File: config.mk
export PLATFORM = sky130hd
export DESIGN_NAME = cache_request_sequencer
export DESIGN_NICKNAME = d
export VERILOG_FILES = /design/src/rtl/cache_request_sequencer.sv
export SDC_FILE = /design/constraint.sdc
export NUM_CORES = 1
export LEC_CHECK = 0
export BUFFER_PORTS_ARGS = -buffer_cell sky130_fd_sc_hd__buf_4
export CAP_MARGIN = 20
export CORE_MARGIN = 8
export CORE_UTILIZATION = 40
export CTS_CLUSTER_DIAMETER = 120
export DETAILED_ROUTE_END_ITERATION = 7
export PLACE_DENSITY = 0.59
export SLEW_MARGIN = 20
export SYNTH_ARGS = -nofsm -noshare
export SYNTH_HDL_FRONTEND = slang
export SYNTH_SLANG_ARGS = --single-unit
export TNS_END_PERCENT = 10
File: constraint.sdc
create_clock -name clock -period 9.06 [get_ports clock]
set_input_delay 1.359 -clock clock [delete_from_list [all_inputs] [get_ports clock]]
set_output_delay 1.359 -clock clock [all_outputs]
set_load 0.03 [all_outputs]
File: src/rtl/cache_request_sequencer.sv
`default_nettype none
// ============================================================================
// Module      : cache_request_sequencer
// Description : Queues CPU-side read/write requests in a small FIFO and plays
//               them one at a time onto the L1 up-port. Holds enable until the
//               L1 signals completion or the request times out, then drops
//               enable for a gap so the cache can reset its delay counter.
// Revision    : 1.0 - initial release
// ============================================================================
module cache_request_sequencer #(
  parameter int ADDR_LENGTH = 11,
  parameter int DATA_WIDTH  = 32,
  parameter int DEPTH       = 4,
  parameter int TIMEOUT     = 63,
  parameter int GAP         = 1
) (
  input  logic                           clock,
  input  logic                           reset,
  input  logic                           reqValid,
  output logic                           reqReady,
  input  logic [ADDR_LENGTH-1:0]         reqAddr,
  input  logic                           reqWrite,
  input  logic [DATA_WIDTH-1:0]          reqData,
  output logic                           respValid,
  output logic [DATA_WIDTH-1:0]          respData,
  output logic                           respWrite,
  output logic [$clog2(TIMEOUT+1)-1:0]   respLatency,
  output logic                           respTimeout,
  output logic [ADDR_LENGTH-1:0]         addrOut,
  output logic [DATA_WIDTH-1:0]          dataOut,
  output logic                           enableOut,
  output logic                           writeOut,
  input  logic [DATA_WIDTH-1:0]          dataIn,
  input  logic                           fetchComplete,
  input  logic                           writeComplete,
  output logic                           busy
);

  localparam int PW = $clog2(DEPTH);
  localparam int CW = $clog2(DEPTH + 1);
  localparam int LW = $clog2(TIMEOUT + 1);
  localparam int GW = (GAP > 1) ? $clog2(GAP) : 1;
  localparam int EW = ADDR_LENGTH + DATA_WIDTH + 1;

  typedef enum logic [1:0] {
    ST_IDLE    = 2'd0,
    ST_WAIT    = 2'd1,
    ST_RELEASE = 2'd2
  } state_t;

  // FIFO entry layout: {write, addr, data}
  logic [EW-1:0]          mem_q [DEPTH];
  logic [PW-1:0]          wr_ptr_q, wr_ptr_d;
  logic [PW-1:0]          rd_ptr_q, rd_ptr_d;
  logic [CW-1:0]          count_q, count_d;
  state_t                 state_q, state_d;
  logic [LW-1:0]          lat_q, lat_d;
  logic [GW-1:0]          gap_q, gap_d;
  logic [ADDR_LENGTH-1:0] addr_out_q, addr_out_d;
  logic [DATA_WIDTH-1:0]  data_out_q, data_out_d;
  logic                   enable_out_q, enable_out_d;
  logic                   write_out_q, write_out_d;
  logic                   resp_valid_q, resp_valid_d;
  logic [DATA_WIDTH-1:0]  resp_data_q, resp_data_d;
  logic                   resp_write_q, resp_write_d;
  logic [LW-1:0]          resp_latency_q, resp_latency_d;
  logic                   resp_timeout_q, resp_timeout_d;

  logic                   push;
  logic                   pop;
  logic                   done;
  logic [LW-1:0]          lat_inc;
  logic [EW-1:0]          head_entry;

  // Handshake and status; reqReady is held low while reset is asserted.
  assign reqReady = !reset && (count_q < CW'(DEPTH));
  assign busy     = (count_q != '0) || (state_q != ST_IDLE);

  assign respValid   = resp_valid_q;
  assign respData    = resp_data_q;
  assign respWrite   = resp_write_q;
  assign respLatency = resp_latency_q;
  assign respTimeout = resp_timeout_q;
  assign addrOut     = addr_out_q;
  assign dataOut     = data_out_q;
  assign enableOut   = enable_out_q;
  assign writeOut    = write_out_q;

  // Next-state computation for the FIFO pointers, the sequencer FSM and all registered outputs.
  always_comb begin
    push       = reqValid && reqReady;
    pop        = (state_q == ST_IDLE) && (count_q != '0);
    head_entry = mem_q[rd_ptr_q];
    // Writes also accept fetchComplete as their completion signal.
    done       = fetchComplete || (write_out_q && writeComplete);
    lat_inc    = lat_q + 1'b1;

    wr_ptr_d       = push ? wr_ptr_q + 1'b1 : wr_ptr_q;
    rd_ptr_d       = rd_ptr_q;
    count_d        = count_q + CW'(push) - CW'(pop);
    state_d        = state_q;
    lat_d          = lat_q;
    gap_d          = gap_q;
    addr_out_d     = addr_out_q;
    data_out_d     = data_out_q;
    enable_out_d   = enable_out_q;
    write_out_d    = write_out_q;
    resp_valid_d   = 1'b0;
    resp_data_d    = resp_data_q;
    resp_write_d   = resp_write_q;
    resp_latency_d = resp_latency_q;
    resp_timeout_d = resp_timeout_q;

    case (state_q)
      ST_IDLE: begin
        if (pop) begin
          rd_ptr_d     = rd_ptr_q + 1'b1;
          write_out_d  = head_entry[EW-1];
          addr_out_d   = head_entry[EW-2:DATA_WIDTH];
          data_out_d   = head_entry[DATA_WIDTH-1:0];
          enable_out_d = 1'b1;
          lat_d        = '0;
          state_d      = ST_WAIT;
        end
      end
      ST_WAIT: begin
        // Completion takes priority over a timeout landing on the same edge.
        if (done || (lat_inc == LW'(TIMEOUT))) begin
          resp_valid_d   = 1'b1;
          resp_write_d   = write_out_q;
          resp_latency_d = lat_inc;
          resp_timeout_d = !done;
          resp_data_d    = (done && !write_out_q) ? dataIn : '0;
          enable_out_d   = 1'b0;
          write_out_d    = 1'b0;
          addr_out_d     = '0;
          data_out_d     = '0;
          gap_d          = '0;
          state_d        = ST_RELEASE;
        end else begin
          lat_d = lat_inc;
        end
      end
      ST_RELEASE: begin
        if (gap_q == GW'(GAP - 1)) begin
          state_d = ST_IDLE;
        end else begin
          gap_d = gap_q + 1'b1;
        end
      end
      default: begin
        state_d = ST_IDLE;
      end
    endcase
  end

  // Request storage; contents are don't-care until written, so no reset is needed.
  always_ff @(posedge clock) begin
    if (push) begin
      mem_q[wr_ptr_q] <= {reqWrite, reqAddr, reqData};
    end
  end

  // State and output registers with asynchronous clear.
  always_ff @(posedge clock or posedge reset) begin
    if (reset) begin
      wr_ptr_q       <= '0;
      rd_ptr_q       <= '0;
      count_q        <= '0;
      state_q        <= ST_IDLE;
      lat_q          <= '0;
      gap_q          <= '0;
      addr_out_q     <= '0;
      data_out_q     <= '0;
      enable_out_q   <= 1'b0;
      write_out_q    <= 1'b0;
      resp_valid_q   <= 1'b0;
      resp_data_q    <= '0;
      resp_write_q   <= 1'b0;
      resp_latency_q <= '0;
      resp_timeout_q <= 1'b0;
    end else begin
      wr_ptr_q       <= wr_ptr_d;
      rd_ptr_q       <= rd_ptr_d;
      count_q        <= count_d;
      state_q        <= state_d;
      lat_q          <= lat_d;
      gap_q          <= gap_d;
      addr_out_q     <= addr_out_d;
      data_out_q     <= data_out_d;
      enable_out_q   <= enable_out_d;
      write_out_q    <= write_out_d;
      resp_valid_q   <= resp_valid_d;
      resp_data_q    <= resp_data_d;
      resp_write_q   <= resp_write_d;
      resp_latency_q <= resp_latency_d;
      resp_timeout_q <= resp_timeout_d;
    end
  end

endmodule
`default_nettype wire

==> results of run 1 <==
==> kinds of logic (layout without fill, tap and decap cells) <==
| family | count (synthesis) | count (layout) |
|---|---|---|
| AND/OR/NAND/NOR | 147 | 147 |
| multiplexers | 84 | 84 |
| XOR/XNOR | 8 | 8 |
| adder cells (fa/ha/maj) | 9 | 9 |
| buffers and inverters | 78 | 279 |
| AO/OA/AOI/OAI | 67 | 67 |
| flip-flops | 277 | 277 |
==> flip-flops by register name (all words and copies together) (netlist names), 2 cells and up <==
name and count:
respData 32, state_q 2, lat_q 6, rd_ptr_q 2
wr_ptr_q 2, dataOut 32, count_q 3, respLatency 6
addrOut 11, mem_q 176
==> worst min-delay path by stage <==
| stage | start | end | slack, ns | cells past startpoint |
|---|---|---|---|---|
| 2_1_floorplan | count_q[0] | count_q[0] | 0.48 | 1 |
| 3_3_place_gp | count_q[0] | count_q[0] | 0.50 | 1 |
| 3_5_place_dp | respLatency[5] | respLatency[5] | 0.50 | 1 |
| 4_1_cts | respLatency[5] | respLatency[5] | 0.51 | 1 |
| 5_1_grt | respLatency[1] | respLatency[1] | 0.54 | 2 |
| 6_report | respTimeout | respTimeout | 0.51 | 1 |
==> routing by layer <==
| metal | part of all wire | wire, um | vias to the layer above | GRT usage |
|---|---|---|---|---|
| li1 | - | - | 2779 | - |
| met1 | 0.47 | 11100 | 3033 | 0.199 |
| met3 | 0.064 | 1510 | 32 | 0.0379 |
| met2 | 0.45 | 10600 | 179 | 0.229 |
| met5 | 0 | 0 | - | 0 |
| met4 | 0.017 | 399 | 0 | 0.0304 |
==> power groups by stage <==
stage          Sequential, mW  Clock [mW]  Combinational, mW
2_1_floorplan            2.10           0              0.780
3_3_place_gp             1.86           0               1.58
3_5_place_dp             1.86           0               1.60
4_1_cts                  1.84        1.30               1.60
5_1_grt                  1.87        1.34               1.71
6_report                 1.83        1.27               1.57
==> cell type report <==
cell class	instances	area [um2]	share of cell area
Timing Repair Buffer	178	1340	0.0998
Inverter	46	175	0.0131
Clock inverter	16	228	0.0170
Sequential cell	277	7820	0.584
Tap cell	341	427	0.0319
Multi-Input combinational cell	315	2610	0.194
Clock buffer	39	806	0.0602
==> Yosys cell counts, types with 2 or more instances <==
| cell type | n | area [um2] |
|---|---|---|
| a211oi_1 | 3 | 22.5 |
| a21boi_0 | 2 | 15.0 |
| a2bb2oi_1 | 2 | 17.5 |
| and2_1 | 2 | 12.5 |
| and3_1 | 4 | 25.0 |
| buf_1 | 2 | 7.51 |
| buf_12 | 4 | 80.1 |
| buf_2 | 8 | 40.0 |
| clkbuf_1 | 14 | 52.6 |
| clkbuf_2 | 3 | 15.0 |
| dfrtp_1 | 101 | 2530 |
| edfxtp_1 | 176 | 5290 |
| ha_1 | 8 | 100 |
| inv_1 | 45 | 169 |
| mux2_2 | 2 | 22.5 |
| mux2_4 | 4 | 60.1 |
| mux2i_1 | 34 | 340 |
| mux4_2 | 44 | 991 |
| nand2_1 | 125 | 469 |
| nand2b_1 | 2 | 12.5 |
| nand3_1 | 4 | 20.0 |
| nor2_1 | 5 | 18.8 |
| nor2b_1 | 2 | 12.5 |
| o21ai_0 | 42 | 210 |
| o21ai_1 | 8 | 40.0 |
| xnor2_1 | 8 | 70.1 |
==> critical path: cells and delay by family <==
family	cells	cell delay, ns
buffers and inverters	2	0.34
AND/OR/NAND/NOR	1	0.23
==> impl_results.html, run 1 <==
<table>
<tr><th>Metric</th><th>Value</th></tr>
<tr><th colspan="2">Outcome</th></tr>
<tr><td>Status</td><td>completed</td></tr>
<tr><th colspan="2">GRT</th></tr>
<tr><td>Global-route total usage across every layer</td><td>0.145</td></tr>
<tr><td>Vias in the first global route</td><td>~6500</td></tr>
<tr><td>Maximum number of pins on one net before global-route repair</td><td>54</td></tr>
<tr><td>Overflow after GRT</td><td>0</td></tr>
<tr><td>Wire length of the first global-routing pass</td><td>roughly 38000 um</td></tr>
<tr><td>Initial antenna violation count</td><td>0</td></tr>
<tr><th colspan="2">Power and ir drop</th></tr>
<tr><td>Total leakage power</td><td>approximately 5.3 nW</td></tr>
<tr><td>Power per standard cell area</td><td>between 300 and 400 nW/um2</td></tr>
<tr><td>Power share of the combinational group</td><td>0.336</td></tr>
<tr><td>Net Sw Power</td><td>roughly 1.6 mW</td></tr>
<tr><td>Switching power share of the total</td><td>0.347</td></tr>
<tr><td>Sequential fraction of design power</td><td>0.392</td></tr>
<tr><td>Internal power component</td><td>approximately 3.0 mW</td></tr>
<tr><td>Worst IR Drop VDD</td><td>about 0.17 mV</td></tr>
<tr><td>Design Power</td><td>about 4.7 mW</td></tr>
<tr><td>Clock network power share</td><td>0.272</td></tr>
<tr><th colspan="2">Finish</th></tr>
<tr><td>Final design area excluding fillers</td><td>approximately 13000 um2</td></tr>
<tr><td>Post-synthesis to final-layout area growth</td><td>24.2%</td></tr>
<tr><td>Fraction of final layout cells with drive strength greater than 1</td><td>0.327</td></tr>
<tr><td>Number of diodes added for antenna fixing</td><td>0</td></tr>
<tr><td>Final core area utilization</td><td>0.501</td></tr>
<tr><td>Net total in the final layout</td><td>938</td></tr>
<tr><td>Most frequent standard cell in the layout excluding fill and tap cells</td><td>buf_4</td></tr>
<tr><td>Count of fill cells added during filler insertion</td><td>between 2000 and 2500</td></tr>
<tr><td>Highest-count cells in the layout ignoring fill and taps</td><td>buf_4 (178), edfxtp_1 (176), nand2_1 (125)</td></tr>
<tr><td>Number of standard cells in the layout, taps in and fillers out</td><td>approximately 1200</td></tr>
<tr><th colspan="2">Routing</th></tr>
<tr><td>Initial DRT Pass Iterations</td><td>4</td></tr>
<tr><td>Via count</td><td>between 6000 and 7000</td></tr>
<tr><td>Routed wire length</td><td>23600 um</td></tr>
<tr><td>Initial DRC count</td><td>about 300</td></tr>
<tr><td>DR DRC count</td><td>0</td></tr>
<tr><td>Post-detailed-route count of antenna-violating nets</td><td>0</td></tr>
<tr><td>Post-DR wirelength/cell</td><td>between 15 and 20 um</td></tr>
<tr><td>Vias/cell</td><td>about 5.0</td></tr>
<tr><th colspan="2">Clocking</th></tr>
<tr><td>Buffer depth of the longest clock path</td><td>3</td></tr>
<tr><td># Post-CTS Setup Buffers</td><td>0</td></tr>
<tr><td>Number of H-tree branching levels</td><td>1</td></tr>
<tr><td>Hold-fix buffers at CTS</td><td>0</td></tr>
<tr><td>Post-CTS resize count</td><td>0</td></tr>
<tr><td>Clock Pin Slew Worst Setup and Hold Paths</td><td>0.06 ns</td></tr>
<tr><td>Clock buffers created by TritonCTS</td><td>30</td></tr>
<tr><td>Clock Latency Late Sink</td><td>~0.54 ns</td></tr>
<tr><td>Clock tree from TritonCTS</td><td>yes</td></tr>
<tr><td>Clock sink total</td><td>between 200 and 300</td></tr>
<tr><td>Root Driver</td><td>clkbuf_16</td></tr>
<tr><th colspan="2">Critical path</th></tr>
<tr><td>Sort of element at the start of the critical path</td><td>primary input</td></tr>
<tr><td>Critical path capture point</td><td>reqReady</td></tr>
<tr><td>CP most frequent cell</td><td>buf_4</td></tr>
<tr><td>Critical path launch point</td><td>reset</td></tr>
<tr><td>Data arrival, critical path</td><td>between 1.5 and 2 ns</td></tr>
<tr><td>Reg2Reg Capture Point</td><td>respWrite</td></tr>
<tr><td>Delay of the slowest cell on the worst path</td><td>approximately 0.23 ns</td></tr>
<tr><td>Crit Path Max Fanout</td><td>6</td></tr>
<tr><td>Slowest cell on the critical path</td><td>nor2_1</td></tr>
<tr><td>Crit. End Element</td><td>primary output</td></tr>
<tr><td>Critical Path, Cell by Cell</td><td>buf_4 -&gt; nor2_1 -&gt; buf_4</td></tr>
<tr><td>Worst reg-to-reg path cell count</td><td>6</td></tr>
<tr><td>Classification of the worst setup path</td><td>in -&gt; out</td></tr>
<tr><td>Launch point of the worst reg-to-reg path</td><td>lat_q[0]</td></tr>
<tr><td>Setup slack of the most critical reg-to-reg path</td><td>6.18 ns</td></tr>
<tr><td>Required time of the critical path</td><td>between 7 and 8 ns</td></tr>
<tr><th colspan="2">Yosys</th></tr>
<tr><td>Number of distinct library cells after synthesis</td><td>42</td></tr>
<tr><td>Cells after Synth</td><td>670</td></tr>
<tr><td>Most used flip-flop cell after synthesis</td><td>edfxtp_1</td></tr>
<tr><td>Post-Synth Adder-Cell Area</td><td>0.0111</td></tr>
<tr><td>Share of the yosys chip area belonging to registers</td><td>0.724</td></tr>
<tr><td>Post-synthesis average cell area</td><td>roughly 16 um2</td></tr>
<tr><td>Synthesized-area fraction occupied by ao, oa, aoi and oai cells</td><td>0.0370</td></tr>
<tr><td>Main combinational cell family by area after synthesis</td><td>multiplexers</td></tr>
<tr><td>Post-synthesis sequential element count</td><td>~280</td></tr>
<tr><td>XOR/XNOR Fraction of Synth Area</td><td>0.00650</td></tr>
<tr><td>Post-synthesis simple-gate area fraction</td><td>0.0549</td></tr>
<tr><td>Count of flip-flops with a built-in enable after synthesis</td><td>between 150 and 200</td></tr>
<tr><td>Post-synth design cell area</td><td>10800 um2</td></tr>
<tr><td>Synth warnings</td><td>0</td></tr>
<tr><td>Ys async rst share</td><td>0.365</td></tr>
<tr><td>Multiplexer share of the synthesized area</td><td>0.131</td></tr>
<tr><td>Synthesized Nets</td><td>760</td></tr>
<tr><th colspan="2">STA</th></tr>
<tr><td>Unrepaired setup endpoints after global routing</td><td>false</td></tr>
<tr><td>Number of hold violations in the final report</td><td>0</td></tr>
<tr><td>Tcrit/Tclk final</td><td>0.363</td></tr>
<tr><td>Worst slew pin tran</td><td>between 0.9 and 1 ns</td></tr>
<tr><td>Setup_tns</td><td>0 ns</td></tr>
<tr><td>Worst setup margin</td><td>slightly below 6 ns</td></tr>
<tr><td>Final-report max-slew violation count</td><td>0</td></tr>
<tr><td>Final period demand of the worst path</td><td>~3.3 ns</td></tr>
<tr><td>Worst hold margin</td><td>between 0.5 and 0.6 ns</td></tr>
<tr><td>Normalized max-slew margin</td><td>0.361</td></tr>
<tr><td>Highest clock rate</td><td>between 300 and 400 MHz</td></tr>
<tr><td>Final setup viols</td><td>0</td></tr>
<tr><td>Skew final</td><td>0.0235 ns</td></tr>
<tr><th colspan="2">Die</th></tr>
<tr><td># IOs</td><td>169</td></tr>
<tr><td>Die Y-Extent</td><td>around 180 um</td></tr>
<tr><td>Die area</td><td>about 32000 um2</td></tr>
<tr><td>Rows</td><td>60</td></tr>
<tr><td>Core Area</td><td>26700 um2</td></tr>
<tr><td>Initial core utilization</td><td>0.404</td></tr>
<tr><td>Die span in x</td><td>roughly 180 um</td></tr>
<tr><th colspan="2">Place</th></tr>
<tr><td>Global placement routability congestion</td><td>between 0.7 and 0.8</td></tr>
<tr><td>DP HPWL</td><td>between 10000 and 15000 um</td></tr>
<tr><td>Cell total after placement</td><td>1157</td></tr>
<tr><td>Cell area after placement</td><td>approximately 12000 um2</td></tr>
<tr><td>Post-place setup slack</td><td>approximately 5.6 ns</td></tr>
<tr><td>IO Port Bufs</td><td>168</td></tr>
<tr><th colspan="2">Flow run</th></tr>
<tr><td>Max-capacitance violation count</td><td>0</td></tr>
<tr><th colspan="2">Worst hold path</th></tr>
<tr><td>Class of the most critical hold timing path</td><td>reg -&gt; reg</td></tr>
</table>
No activity file was read; power rests on OpenSTA's default activity.
==> inputs of run 2 (changes only) <==
- PLACE_DENSITY: 0.59 -> 0.61
- clock period: 9.06 -> 2.6 ns (I/O delays scaled with it)
==> run 2 against run 1 <==
Worst setup slack worse by 5.4 ns. Worst hold slack got worse by 0.48 ns. Routed wire length grew 0.66%. Global-route usage about the same. Final cell count increased by 1.2%. Sequential cell count unchanged. Core utilization grew 0.46 points. Largest cell class unchanged. Largest power group unchanged.
==> impl_results.html, run 2 (same netlist as run 1, synthesis figures left out) <==
<table>
<tr><th>Metric</th><th>Value</th></tr>
<tr><th colspan="2">Outcome</th></tr>
<tr><td>Status</td><td>completed</td></tr>
<tr><th colspan="2">Critical path</th></tr>
<tr><td>Crit. End Element</td><td>flip-flop</td></tr>
<tr><td>Crit Path Max Fanout</td><td>4</td></tr>
<tr><td>Required time of the critical path</td><td>roughly 3.1 ns</td></tr>
<tr><td>Sort of element at the start of the critical path</td><td>primary input</td></tr>
<tr><td>Setup slack of the most critical reg-to-reg path</td><td>0.45 ns</td></tr>
<tr><td>Data arrival, critical path</td><td>2.65 ns</td></tr>
<tr><td>Classification of the worst setup path</td><td>in -&gt; reg</td></tr>
<tr><th colspan="2">STA</th></tr>
<tr><td>Final setup viols</td><td>0</td></tr>
<tr><td>Number of hold violations in the final report</td><td>0</td></tr>
<tr><td>Setup_tns</td><td>0 ns</td></tr>
<tr><td>Final period demand of the worst path</td><td>roughly 2.2 ns</td></tr>
<tr><td>Final-report max-slew violation count</td><td>0</td></tr>
<tr><td>Unrepaired setup endpoints after global routing</td><td>false</td></tr>
<tr><td>Tcrit/Tclk final</td><td>0.844</td></tr>
<tr><td>Worst slew pin tran</td><td>0.708 ns</td></tr>
<tr><td>Highest clock rate</td><td>456 MHz</td></tr>
<tr><td>Normalized max-slew margin</td><td>0.527</td></tr>
<tr><td>Skew final</td><td>roughly 0.02 ns</td></tr>
<tr><td>Worst hold margin</td><td>around 0.030 ns</td></tr>
<tr><th colspan="2">Finish</th></tr>
<tr><td>Number of standard cells in the layout, taps in and fillers out</td><td>approximately 1200</td></tr>
<tr><td>Count of fill cells added during filler insertion</td><td>around 2200</td></tr>
<tr><td>Net total in the final layout</td><td>951</td></tr>
<tr><td>Fraction of final layout cells with drive strength greater than 1</td><td>0.340</td></tr>
<tr><td>Post-synthesis to final-layout area growth</td><td>25.3%</td></tr>
<tr><td>Number of diodes added for antenna fixing</td><td>0</td></tr>
<tr><td>Max reg flops</td><td>roughly 180</td></tr>
<tr><td>Register bank with the most flops</td><td>mem_q</td></tr>
<tr><td>Highest-count cells in the layout ignoring fill and taps</td><td>buf_4 (181), edfxtp_1 (176), nand2_1 (125)</td></tr>
<tr><td>Final design area excluding fillers</td><td>13500 um2</td></tr>
<tr><td>Most frequent standard cell in the layout excluding fill and tap cells</td><td>buf_4</td></tr>
<tr><th colspan="2">Die</th></tr>
<tr><td># IOs</td><td>~170</td></tr>
<tr><td>Die Y-Extent</td><td>about 180 um</td></tr>
<tr><td>Initial core utilization</td><td>0.404</td></tr>
<tr><td>Rows</td><td>60</td></tr>
<tr><td>Core Area</td><td>approximately 27000 um2</td></tr>
<tr><td>Die span in x</td><td>approximately 180 um</td></tr>
<tr><td>Die area</td><td>32500 um2</td></tr>
<tr><th colspan="2">Place</th></tr>
<tr><td>Global placement routability congestion</td><td>0.746</td></tr>
<tr><td>Cell area after placement</td><td>roughly 13000 um2</td></tr>
<tr><td>Cell total after placement</td><td>between 1000 and 1500</td></tr>
<tr><td>IO Port Bufs</td><td>roughly 170</td></tr>
<tr><td>DP HPWL</td><td>~15000 um</td></tr>
<tr><th colspan="2">Clocking</th></tr>
<tr><td>Clock Pin Slew Worst Setup and Hold Paths</td><td>0.06 ns</td></tr>
<tr><td>Clock sink total</td><td>roughly 280</td></tr>
<tr><td>Post-CTS resize count</td><td>0</td></tr>
<tr><td>Clock tree from TritonCTS</td><td>yes</td></tr>
<tr><td>Clock buffers created by TritonCTS</td><td>30</td></tr>
<tr><td>Clock Latency Late Sink</td><td>0.56 ns</td></tr>
<tr><td>Number of H-tree branching levels</td><td>1</td></tr>
<tr><td>Root Driver</td><td>clkbuf_16</td></tr>
<tr><td>Buffer depth of the longest clock path</td><td>3</td></tr>
<tr><th colspan="2">Routing</th></tr>
<tr><td>Vias/cell</td><td>approximately 5</td></tr>
<tr><td>DR DRC count</td><td>0</td></tr>
<tr><td>Post-DR wirelength/cell</td><td>19.4 um</td></tr>
<tr><td>Initial DRT Pass Iterations</td><td>6</td></tr>
<tr><td>Routed wire length</td><td>23800 um</td></tr>
<tr><td>Via count</td><td>6095</td></tr>
<tr><td>Initial DRC count</td><td>~300</td></tr>
<tr><td>Post-detailed-route count of antenna-violating nets</td><td>0</td></tr>
<tr><th colspan="2">GRT</th></tr>
<tr><td>Maximum number of pins on one net before global-route repair</td><td>48</td></tr>
<tr><td>Wire length of the first global-routing pass</td><td>between 30000 and 40000 um</td></tr>
<tr><td>Vias in the first global route</td><td>6615</td></tr>
<tr><td>Global-route total usage across every layer</td><td>0.145</td></tr>
<tr><td>Initial antenna violation count</td><td>1</td></tr>
<tr><td>Overflow after GRT</td><td>0</td></tr>
<tr><th colspan="2">Flow run</th></tr>
<tr><td>Max-capacitance violation count</td><td>0</td></tr>
<tr><th colspan="2">Power and ir drop</th></tr>
<tr><td>Total leakage power</td><td>between 5 and 6 nW</td></tr>
<tr><td>Power per standard cell area</td><td>1180 nW/um2</td></tr>
<tr><td>Worst IR Drop VDD</td><td>about 0.7 mV</td></tr>
<tr><th colspan="2">Worst hold path</th></tr>
<tr><td>Class of the most critical hold timing path</td><td>in -&gt; reg</td></tr>
</table>
-- run 2: changes by cell type in the layout (fill, tap and decap cells not counted), sizes merged, moves of 2 or more --
cell	previous run	this run
clkinvlp	1	3
buf	178	190
clkinv	9	15
bufinv	6	1
-- run 2: what timing repair did --
action	in CTS	in global routing
hold buffers	1	0
setup endpoints to repair	0	0
hold endpoints to repair	23	0
buffers inserted	0	0
-- run 2: worst max-delay path, cell delays in order --
cell and delay, ns:
dlygate4sd3_1 0.53, buf_4 0.14, nor2_1 0.12, and2_1 0.21, inv_1 0.06, ha_1 0.29, inv_1 0.06, ha_1 0.13
inv_1 0.05, fa_1 0.37, xnor2_1 0.17, xnor2_1 0.14
-- run 2: report_power, final --
group / internal [mW] / switching (mW)
clock network: 2.28 / 1.70
registers: 5.65 / 0.659
logic: 2.33 / 3.36
-- run 2: area by class of cell --
class	instances	area (um2)	share of cell area
inverters	46	176	0.0131
well taps	341	427	0.0316
clock inverters	18	141	0.0105
repair buffers	191	1550	0.115
clock buffers	38	801	0.0592
flip-flops and latches	277	7820	0.578
multi-input cells	315	2610	0.193
-- run 2: per-stage QoR --
step | worst slack (ns) | util | total power [mW]
floorplan | 0.0590 | - | 10.0
global placement | 0.456 | 0.470 | 12.1
detailed placement | 0.398 | 0.470 | 12.2
CTS | 0.417 | 0.506 | 16.2
global route | 0.235 | 0.506 | 16.9
finish | 0.406 | 0.506 | 16.0
-- run 2: per-layer routing --
metal	share of wire	GRT usage	routed length [um]
met3	0.073	0.0433	1750
met4	0.019	0.0311	451
met2	0.46	0.237	11000
met1	0.45	0.189	10600
met5	0.00055	0	13
-- run 2: worst paths after layout --
path,cells past startpoint,to,startpoint
max,12,count_q[2],reset
min,1,mem_q[2][31],reqData[31]
max reg2reg,10,count_q[2],count_q[1]
min reg2reg,1,respLatency[5],respLatency[5]
max in group asynchronous,4,respData[20],reset
min in group asynchronous,3,count_q[0],reset
